## config.mk

```make
export PLATFORM = sky130hd
export DESIGN_NAME = au_seq_ctrl
export DESIGN_NICKNAME = d
export VERILOG_FILES = /design/src/rtl/au_seq_ctrl.sv
export SDC_FILE = /design/constraint.sdc
export NUM_CORES = 1
export LEC_CHECK = 0
export BUFFER_PORTS_ARGS = -buffer_cell sky130_fd_sc_hd__clkbuf_2
export CELL_PAD_IN_SITES_DETAIL_PLACEMENT = 0
export CELL_PAD_IN_SITES_GLOBAL_PLACEMENT = 1
export CORE_UTILIZATION = 33
export DETAILED_ROUTE_END_ITERATION = 8
export PLACE_DENSITY_LB_ADDON = 0.1
export SYNTH_ARGS = -nofsm -noshare
export SYNTH_HDL_FRONTEND = slang
export SYNTH_SLANG_ARGS = --single-unit
export TNS_END_PERCENT = 50
```

## constraint.sdc

```tcl
create_clock -name clk -period 3.85 [get_ports clk]
set_clock_uncertainty 0.1 [all_clocks]
set_input_delay 0.385 -clock clk [delete_from_list [all_inputs] [get_ports clk]]
set_output_delay 0.385 -clock clk [all_outputs]
set_load 0.005 [all_outputs]
```

## src/rtl/au_seq_ctrl.sv

```systemverilog
// Operation sequencer in front of the 32-bit arithmetic unit: accepts one request,
// issues it to the AU, waits the per-op latency, and returns one captured response.
module au_seq_ctrl #(
  parameter int unsigned ADDSUB_CYCLES = 1,
  parameter int unsigned MUL_CYCLES    = 32,
  parameter int unsigned DIV_CYCLES    = 32
) (
  input  logic        clk,
  input  logic        rst,

  input  logic        req_valid,
  output logic        req_ready,
  input  logic [31:0] req_a,
  input  logic [31:0] req_b,
  input  logic [1:0]  req_op,

  output logic [31:0] au_a,
  output logic [31:0] au_b,
  output logic [1:0]  au_op,
  output logic        au_start,
  input  logic [31:0] au_s,
  input  logic [31:0] au_hi,
  input  logic [31:0] au_lo,

  output logic        rsp_valid,
  input  logic        rsp_ready,
  output logic [31:0] rsp_s,
  output logic [31:0] rsp_hi,
  output logic [31:0] rsp_lo,
  output logic [1:0]  rsp_op,
  output logic        rsp_zero,
  output logic        rsp_divzero,

  output logic        busy
);

  typedef enum logic [1:0] {
    IDLE = 2'd0,
    EXEC = 2'd1,
    DONE = 2'd2
  } state_t;

  localparam logic [1:0] OP_ADD = 2'b00;
  localparam logic [1:0] OP_SUB = 2'b01;
  localparam logic [1:0] OP_MUL = 2'b10;
  localparam logic [1:0] OP_DIV = 2'b11;

  // Counter preload is LAT-1 so EXEC spans exactly LAT cycles including the capture cycle.
  localparam logic [5:0] ADDSUB_PRELOAD = 6'(ADDSUB_CYCLES - 1);
  localparam logic [5:0] MUL_PRELOAD    = 6'(MUL_CYCLES - 1);
  localparam logic [5:0] DIV_PRELOAD    = 6'(DIV_CYCLES - 1);

  state_t     state;
  state_t     state_next;
  logic [5:0] cnt;
  logic [5:0] preload;
  logic       accept;
  logic       div_by_zero;
  logic       issue;
  logic       last_exec;
  logic       result_zero;

  assign accept      = (state == IDLE) && req_valid;
  assign div_by_zero = (req_op == OP_DIV) && (req_b == 32'd0);
  assign issue       = accept && !div_by_zero;
  assign last_exec   = (state == EXEC) && (cnt == 6'd0);

  assign req_ready = (state == IDLE);
  assign rsp_valid = (state == DONE);
  assign busy      = (state != IDLE);

  always_comb begin
    // NOTE: every always_comb output gets a default first so no path can infer a latch.
    preload = ADDSUB_PRELOAD;
    case (req_op)
      OP_MUL:  preload = MUL_PRELOAD;
      OP_DIV:  preload = DIV_PRELOAD;
      default: preload = ADDSUB_PRELOAD;
    endcase
  end

  always_comb begin
    result_zero = 1'b0;
    case (au_op)
      OP_ADD, OP_SUB: result_zero = (au_s == 32'd0);
      OP_MUL:         result_zero = ({au_hi, au_lo} == 64'd0);
      OP_DIV:         result_zero = (au_lo == 32'd0);
      default:        result_zero = 1'b0;
    endcase
  end

  always_ff @(posedge clk) begin
    // NOTE: sequential state uses non-blocking assignment so every register samples pre-edge values.
    if (rst) state <= IDLE;
    else     state <= state_next;
  end

  always_comb begin
    state_next = state;
    case (state)
      IDLE: if (req_valid) state_next = div_by_zero ? DONE : EXEC;
      EXEC: if (cnt == 6'd0) state_next = DONE;
      DONE: if (rsp_ready) state_next = IDLE;
      default: state_next = IDLE;
    endcase
  end

  always_ff @(posedge clk) begin
    if (rst) begin
      au_a        <= '0;
      au_b        <= '0;
      au_op       <= '0;
      au_start    <= 1'b0;
      cnt         <= '0;
      rsp_s       <= '0;
      rsp_hi      <= '0;
      rsp_lo      <= '0;
      rsp_op      <= '0;
      rsp_zero    <= 1'b0;
      rsp_divzero <= 1'b0;
    end else begin
      au_start <= issue;

      if (accept) begin
        au_a  <= req_a;
        au_b  <= req_b;
        au_op <= req_op;
        cnt   <= preload;
      end else if ((state == EXEC) && (cnt != 6'd0)) begin
        cnt <= cnt - 6'd1;
      end

      // A divide by zero never reaches the AU; its response is formed directly here.
      if (accept && div_by_zero) begin
        rsp_s       <= '0;
        rsp_hi      <= req_a;
        rsp_lo      <= 32'hFFFF_FFFF;
        rsp_op      <= OP_DIV;
        rsp_zero    <= 1'b0;
        rsp_divzero <= 1'b1;
      end else if (last_exec) begin
        rsp_s       <= au_s;
        rsp_hi      <= au_hi;
        rsp_lo      <= au_lo;
        rsp_op      <= au_op;
        rsp_zero    <= result_zero;
        rsp_divzero <= 1'b0;
      end
    end
  end

  au_start_in_exec: assert property (@(posedge clk) disable iff (rst)
    au_start |-> (state == EXEC));

  operands_stable: assert property (@(posedge clk) disable iff (rst)
    ((state == EXEC) && ($past(state) == EXEC)) |-> $stable({au_a, au_b, au_op}));

endmodule

```

==> impl_metrics.csv, run 1 <==
group,metric,value,unit
run_status,status,"finished clean",
cts,cts.sinks,175,
cts,clock_latency,0.41,ns
place,gp_congestion,0.7878,
power_and_ir_drop,leakage,4.108,nW
cts,post_cts_buffers,0,
synthesis,syn_area,6784,sq um
synthesis,syn_nets,990,
timing,slew_viol_final,0,
cts,cts_tree,"yes",
timing,min_period,2.481,ns
synthesis,synth-seq-cells,175,
timing,finalSetupViolations,0,
worst_setup_path,required,4.09,ns
power_and_ir_drop,power_frac_comb,0.242,
timing,worst_slew_margin_rel,0.3458,
die,dieArea,21140,sq um
drt,drtIter0Drc,326,
synthesis,syn_inst,822,
die,chipWidth,145.4,microns
power_and_ir_drop,switchingPower,0.001680,W
worst_setup_path,r2r_start,"cnt[0]$_SDFFE_PP0P_",
cts,htreeDepth,4,
timing,worst_slack,1.369,ns
timing,fin_setup_tns,0,ns
synthesis,syn_avg_cell_area,8.253,sq um
cells_and_area,syn_to_final_growth,36.94,%
timing,report.final.hold_viol_count,0,
place,post_dp_cell_area,8608,sq um
timing,fmax,403.0,MHz
global_routing,grt_usage,0.2178,
cts,cts.hold.buffers_added,0,
cts,cts-buffers-inserted,17,
die,row_count,52,
worst_setup_path,critPathKind,"flop to flop",
die,die_h,145.4,microns
drt,routed_wl,23.30,mm
drt,via_per_inst,4.874,
die,boundaryPins,336,
timing,rsz0062_at_grt,"no",
power_and_ir_drop,p_clk_frac,0.355,
hold_path,hold_path.class,"primary input to flop",
global_routing,grt_pass1_vias,6487,
global_routing,grt_max_degree,143,
global_routing,antenna_found_initial,0,
synthesis,synth_top_area_frac,0.5164,
power_and_ir_drop,swShare,0.3034,
timing,worst_pin_slew,0.9813,ns
worst_setup_path,start_kind,"flop",
synthesis,async_reset_ff_frac,0,
cts,cts_buffer_depth,2,
die,initial_core_util,0.3364,
worst_setup_path,worstPathArrival,2.72,ns
cells_and_area,fillerInstances,2107,
cells_and_area,finalInstanceArea,9290,sq um
worst_setup_path,crit_start,"cnt[0]$_SDFFE_PP0P_",
place,port_buffers,335,
drt,drc_errors,0,
synthesis,synth_edf_count,0,
place,pre_cts_ws,1.118,ns
power_and_ir_drop,vdd.ir_drop.worst,311.0,uV
die,core_area,20170,sq um
worst_setup_path,crit_path_max_fanout,71,
cts,clk_pin_slew,0.07,ns
drt,via_count,6838,
timing,fin_crit_sh,0.6445,
place,dp_hpwl,16.37,mm
power_and_ir_drop,seq_power_share,0.403,
drt,drt_first_pass_iters,4,
hold_path,hp-start,"req_b[6]",
power_and_ir_drop,powerDensity,596.0,nW/um^2
worst_setup_path,critPathCaptureType,"flop",
cts,post_cts_resized,0,
synthesis,synth_cell_types,37,
run,maxCapViolCount,0,
drt,wl_per_cell,16.60,microns
synthesis,synth_top_area_cell,"dfxtp_1",
synthesis,yosys_most_used_dff,"dfxtp_1",
global_routing,grt_pass1_wl,36.17,mm
global_routing,grt_overflow,0,
drt,antenna_left,0,
cells_and_area,layout-drive-gt1-share,0.3407,
cells_and_area,diodes,0,
cts,cts_root_buf,"clkbuf_16",
synthesis,synth_seq_area_share,0.5164,
worst_setup_path,rrSetupSlack,1.37,ns
cells_and_area,fin_nets,1288,
synthesis,yosys_warnings,0,
synthesis,post-synth-top-count-cell,"nand2_1",
synthesis,synth_common_cells,"nand2_1, dfxtp_1, a21oi_1, clkbuf_1, a31oi_1",
power_and_ir_drop,internal_power,0.003857,W
synthesis,synth_area_leaders,"dfxtp_1, nand2_1, a21oi_1",
==> sequential cells by signal (all words and copies together) (netlist names) <==
signal       cells
au_op            2
au_start         1
rsp_zero         1
rsp_hi          32
cnt              6
state            2
au_b            32
rsp_s           32
rsp_divzero      1
rsp_lo          32
rsp_op           2
au_a            32
==> layout make-up <==
class / count / area, sq um / share of cell area
multi-input cells: 577 / 2973 / 0.3200
flip-flops and latches: 175 / 3503 / 0.3771
clock buffers: 21 / 480.5 / 0.05172
inverters: 4 / 15.01 / 0.001616
well taps: 270 / 337.8 / 0.03636
clock inverters: 11 / 201.4 / 0.02168
repair buffers: 345 / 1779 / 0.1915
==> stage by stage <==
stage	std cells	util	hold WS (ns)	power, W
5_1_grt	1403	0.4606	0.07945	0.005841
3_5_place_dp	1371	0.4268	0.3467	0.003626
4_1_cts	1403	0.4606	0.07269	0.005610
2_1_floorplan	822	-	0.3509	0.003015
6_report	1403	0.4606	0.09299	0.005537
3_3_place_gp	1371	0.4268	0.3413	0.003627
==> critical path, stage by stage, from the launching register on <==
cell     delay, ns
dfxtp_1       0.34
inv_1         0.08
ha_1          0.19
nor4b_1       0.15
nand2_1       0.14
or2_4         0.76
buf_4         0.36
nand2_1       0.07
a31oi_1       0.17
==> worst paths after layout <==
kind,to,cells after the start
max,rsp_lo[31]$_SDFFE_PP0P_,8
min,au_b[6]$_SDFFE_PP0P_,3
max reg2reg,rsp_lo[31]$_SDFFE_PP0P_,8
min reg2reg,au_a[31]$_SDFFE_PP0P_,2
==> power groups by stage <==
stage / registers [W] / clock network (W) / logic, W
5_1_grt: 0.00227 / 0.00209 / 0.00149
3_5_place_dp: 0.00227 / 0 / 0.00136
4_1_cts: 0.00223 / 0.00202 / 0.00136
6_report: 0.00223 / 0.00197 / 0.00134
3_3_place_gp: 0.00227 / 0 / 0.00136
2_1_floorplan: 0.00228 / 0 / 0.000739
==> per-layer routing <==
metal	track usage	wire (microns)	share of wire
met2	0.3635	11160	0.48
met4	0.07000	397	0.017
met1	0.2734	10300	0.44
met3	0.05768	1432	0.061
met5	0	0	0
==> layout by cell type (no fill, tap or decap), types with 3 or more instances in the layout <==
cell type	synthesis	layout
a21oi_1	105	105
clkbuf_2	0	334
nand2_1	273	273
nand4_1	5	5
bufinv_16	0	5
a31oi_1	35	35
nor4b_1	4	4
clkbuf_16	0	17
mux2i_1	16	16
a32oi_1	16	16
nor2_1	29	28
o2bb2ai_1	16	16
a211oi_1	18	18
clkinv_4	0	3
inv_1	4	4
dfxtp_1	175	175
nor4_1	29	29
buf_4	0	9
clkbuf_8	0	4
==> cells by family (layout without fill, tap and decap cells) <==
kind of cell,Yosys count,in the layout,synth area share
AND/OR/NAND/NOR,358,358,0.2215
AO/OA/AOI/OAI,199,199,0.1831
flip-flops,175,175,0.5164
buffers and inverters,70,381,0.04869
multiplexers,17,17,0.02527
adder cells (fa/ha/maj),2,2,0.003688
XOR/XNOR,1,1,0.001291
No activity file was read; power rests on OpenSTA's default activity.
==> inputs of run 2 (changes only) <==
--- a/config.mk
+++ b/config.mk
@@ -8,7 +8,7 @@
 export BUFFER_PORTS_ARGS = -buffer_cell sky130_fd_sc_hd__clkbuf_2
 export CELL_PAD_IN_SITES_DETAIL_PLACEMENT = 0
 export CELL_PAD_IN_SITES_GLOBAL_PLACEMENT = 1
-export CORE_UTILIZATION = 33
+export CORE_UTILIZATION = 32
 export DETAILED_ROUTE_END_ITERATION = 8
 export PLACE_DENSITY_LB_ADDON = 0.1
 export SYNTH_ARGS = -nofsm -noshare
==> constraint.sdc (replaced) <==
create_clock -name clk -period 2.35 [get_ports clk]
set_clock_uncertainty 0.1 [all_clocks]
set_input_delay 0.235 -clock clk [delete_from_list [all_inputs] [get_ports clk]]
set_output_delay 0.235 -clock clk [all_outputs]
set_load 0.005 [all_outputs]
==> run 2 against run 1 <==
Against the previous run:
- worst hold slack worse by 0.078 ns
- clock power is 51% higher
- largest power group unchanged
- routed wire length is 5.1% higher
- sequential share of layout area is 5.3 points lower
- global-route usage is 0.19 points higher
==> impl_metrics.csv, run 2 (synthesis gave the netlist of run 1 again) <==
group,metric,value,unit
timing,slew_viol_final,0,
timing,worst_pin_slew,0.6453,ns
place,gp_congestion,0.7702,
global_routing,grt_usage,0.2197,
die,die_h,147.6,microns
cts,cts_buffer_depth,2,
cells_and_area,diodes,0,
cts,clock_latency,0.42,ns
run,maxCapViolCount,0,
drt,wl_per_cell,15.76,microns
cells_and_area,final_common_cell,"clkbuf_2",
cts,cts_tree,"yes",
global_routing,grt_pass1_vias,7302,
die,dieArea,21790,sq um
global_routing,antenna_found_initial,0,
drt,antenna_left,0,
cells_and_area,fillerInstances,2031,
worst_setup_path,crit_path_max_fanout,16,
timing,report.final.hold_viol_count,0,
worst_setup_path,critPathKind,"primary input to flop",
timing,finalSetupViolations,0,
place,post_dp_cell_area,8781,sq um
worst_setup_path,required,2.54,ns
cells_and_area,layout-drive-gt1-share,0.3139,
power_and_ir_drop,powerDensity,843.4,nW/um^2
cts,htreeDepth,4,
cts,cts-buffers-inserted,17,
timing,fmax,451.0,MHz
cells_and_area,mostFrequentLayoutCells,"clkbuf_2, nand2_1, dfxtp_1",
power_and_ir_drop,power_frac_comb,0.273,
timing,rsz0062_at_grt,"no",
power_and_ir_drop,swShare,0.3107,
die,initial_core_util,0.3310,
worst_setup_path,worstPathArrival,2.41,ns
place,port_buffers,335,
run_status,status,"finished clean",
die,boundaryPins,336,
timing,fin_crit_sh,0.9434,
hold_path,hold_path.class,"primary input to flop",
worst_setup_path,critPathCaptureType,"flop",
drt,drtIter0Drc,442,
timing,min_period,2.217,ns
cells_and_area,syn_to_final_growth,59.22,%
global_routing,grt_overflow,0,
cts,cts_root_buf,"clkbuf_16",
cts,cts.sinks,175,
global_routing,grt_max_degree,143,
cells_and_area,seqCellArea,3503,sq um
drt,drt_first_pass_iters,4,
cells_and_area,multi_input_area,2998,sq um
cells_and_area,fin_nets,1439,
global_routing,grt_pass1_wl,37.74,mm
worst_setup_path,r2r_cells,8,
drt,routed_wl,24.49,mm
die,core_area,20490,sq um
power_and_ir_drop,seq_power_share,0.401,
drt,via_count,7420,
power_and_ir_drop,switchingPower,0.002830,W
worst_setup_path,start_kind,"primary input",
power_and_ir_drop,vdd.ir_drop.worst,465.2,uV
place,dp_hpwl,16.54,mm
power_and_ir_drop,internal_power,0.006280,W
die,chipWidth,147.6,microns
hold_path,hold_depth,3,
power_and_ir_drop,p_clk_frac,0.326,
drt,drc_errors,0,
drt,via_per_inst,4.775,
timing,worst_slew_margin_rel,0.5698,
cells_and_area,finalInstanceArea,10800,sq um
die,row_count,52,
power_and_ir_drop,leakage,4.738,nW
cts,clk_pin_slew,0.07,ns
timing,fin_setup_tns,0,ns
-- run 2: layout make-up --
cell class	count	share of cell area
clock inverter	11	0.01436
timing repair buffer	496	0.3085
clock buffer	21	0.04263
tap	270	0.03128
multi-input combinational	577	0.2775
inverter	4	0.001390
sequential	175	0.3243
-- run 2: metal layers --
| layer | share of wire | wire length (microns) | vias up | GRT usage |
|---|---|---|---|---|
| li1 | - | - | 3753 | - |
| met1 | 0.43 | 10510 | 3404 | 0.2698 |
| met2 | 0.49 | 11920 | 231 | 0.3705 |
| met3 | 0.065 | 1591 | 32 | 0.05988 |
| met4 | 0.019 | 476 | 0 | 0.07320 |
| met5 | 0 | 0 | - | 0 |
-- run 2: timing repair --
item                                    CTS  global route
hold endpoints to repair                150             0
buffers inserted                          0             2
endpoints found under the setup margin    0            68
hold buffers                            136             0
resized for setup                         0             5
-- run 2: through the flow --
| stage | setup slack [ns] | std cells | util | hold WS [ns] | power, W |
|---|---|---|---|---|---|
| 6_report | 0.1329 | 1554 | 0.5270 | 0.01505 | 0.009110 |
| 5_1_grt | 0.006973 | 1554 | 0.5270 | 0.01421 | 0.009630 |
| 3_3_place_gp | 0.03670 | 1384 | 0.4284 | 0.3412 | 0.006031 |
| 3_5_place_dp | 0.04393 | 1384 | 0.4284 | 0.3456 | 0.006034 |
| 4_1_cts | 0.007118 | 1552 | 0.5249 | 0.00004025 | 0.009204 |
| 2_1_floorplan | 0.2359 | 822 | - | 0.2692 | 0.004939 |
-- run 2: path summary, 6_finish.rpt --
check	end	start	slack, ns
max	rsp_hi[4]$_SDFFE_PP0P_	req_b[23]	0.13
min	rsp_hi[30]$_SDFFE_PP0P_	au_hi[30]	0.02
max reg2reg	rsp_hi[23]$_SDFFE_PP0P_	cnt[1]$_SDFFE_PP0P_	0.31
min reg2reg	rsp_s[27]$_SDFFE_PP0P_	rsp_s[27]$_SDFFE_PP0P_	0.35
-- run 2: power groups by stage --
stage               sequential [W]  combinational [W]  clock, W
floorplan                  0.00373            0.00121         0
global placement           0.00370            0.00233         0
detailed placement         0.00371            0.00233         0
CTS                        0.00365            0.00251   0.00304
global route               0.00371            0.00276   0.00317
finish                     0.00365            0.00249   0.00297
-- run 2: worst max-delay path: stages --
cell and delay (ns):
dlygate4sd3_1 0.55, clkbuf_2 0.13, nor4b_1 0.31, nand4_1 0.23, o41ai_4 0.40, buf_4 0.19
nor2_1 0.07, buf_12 0.17, o2bb2ai_1 0.12
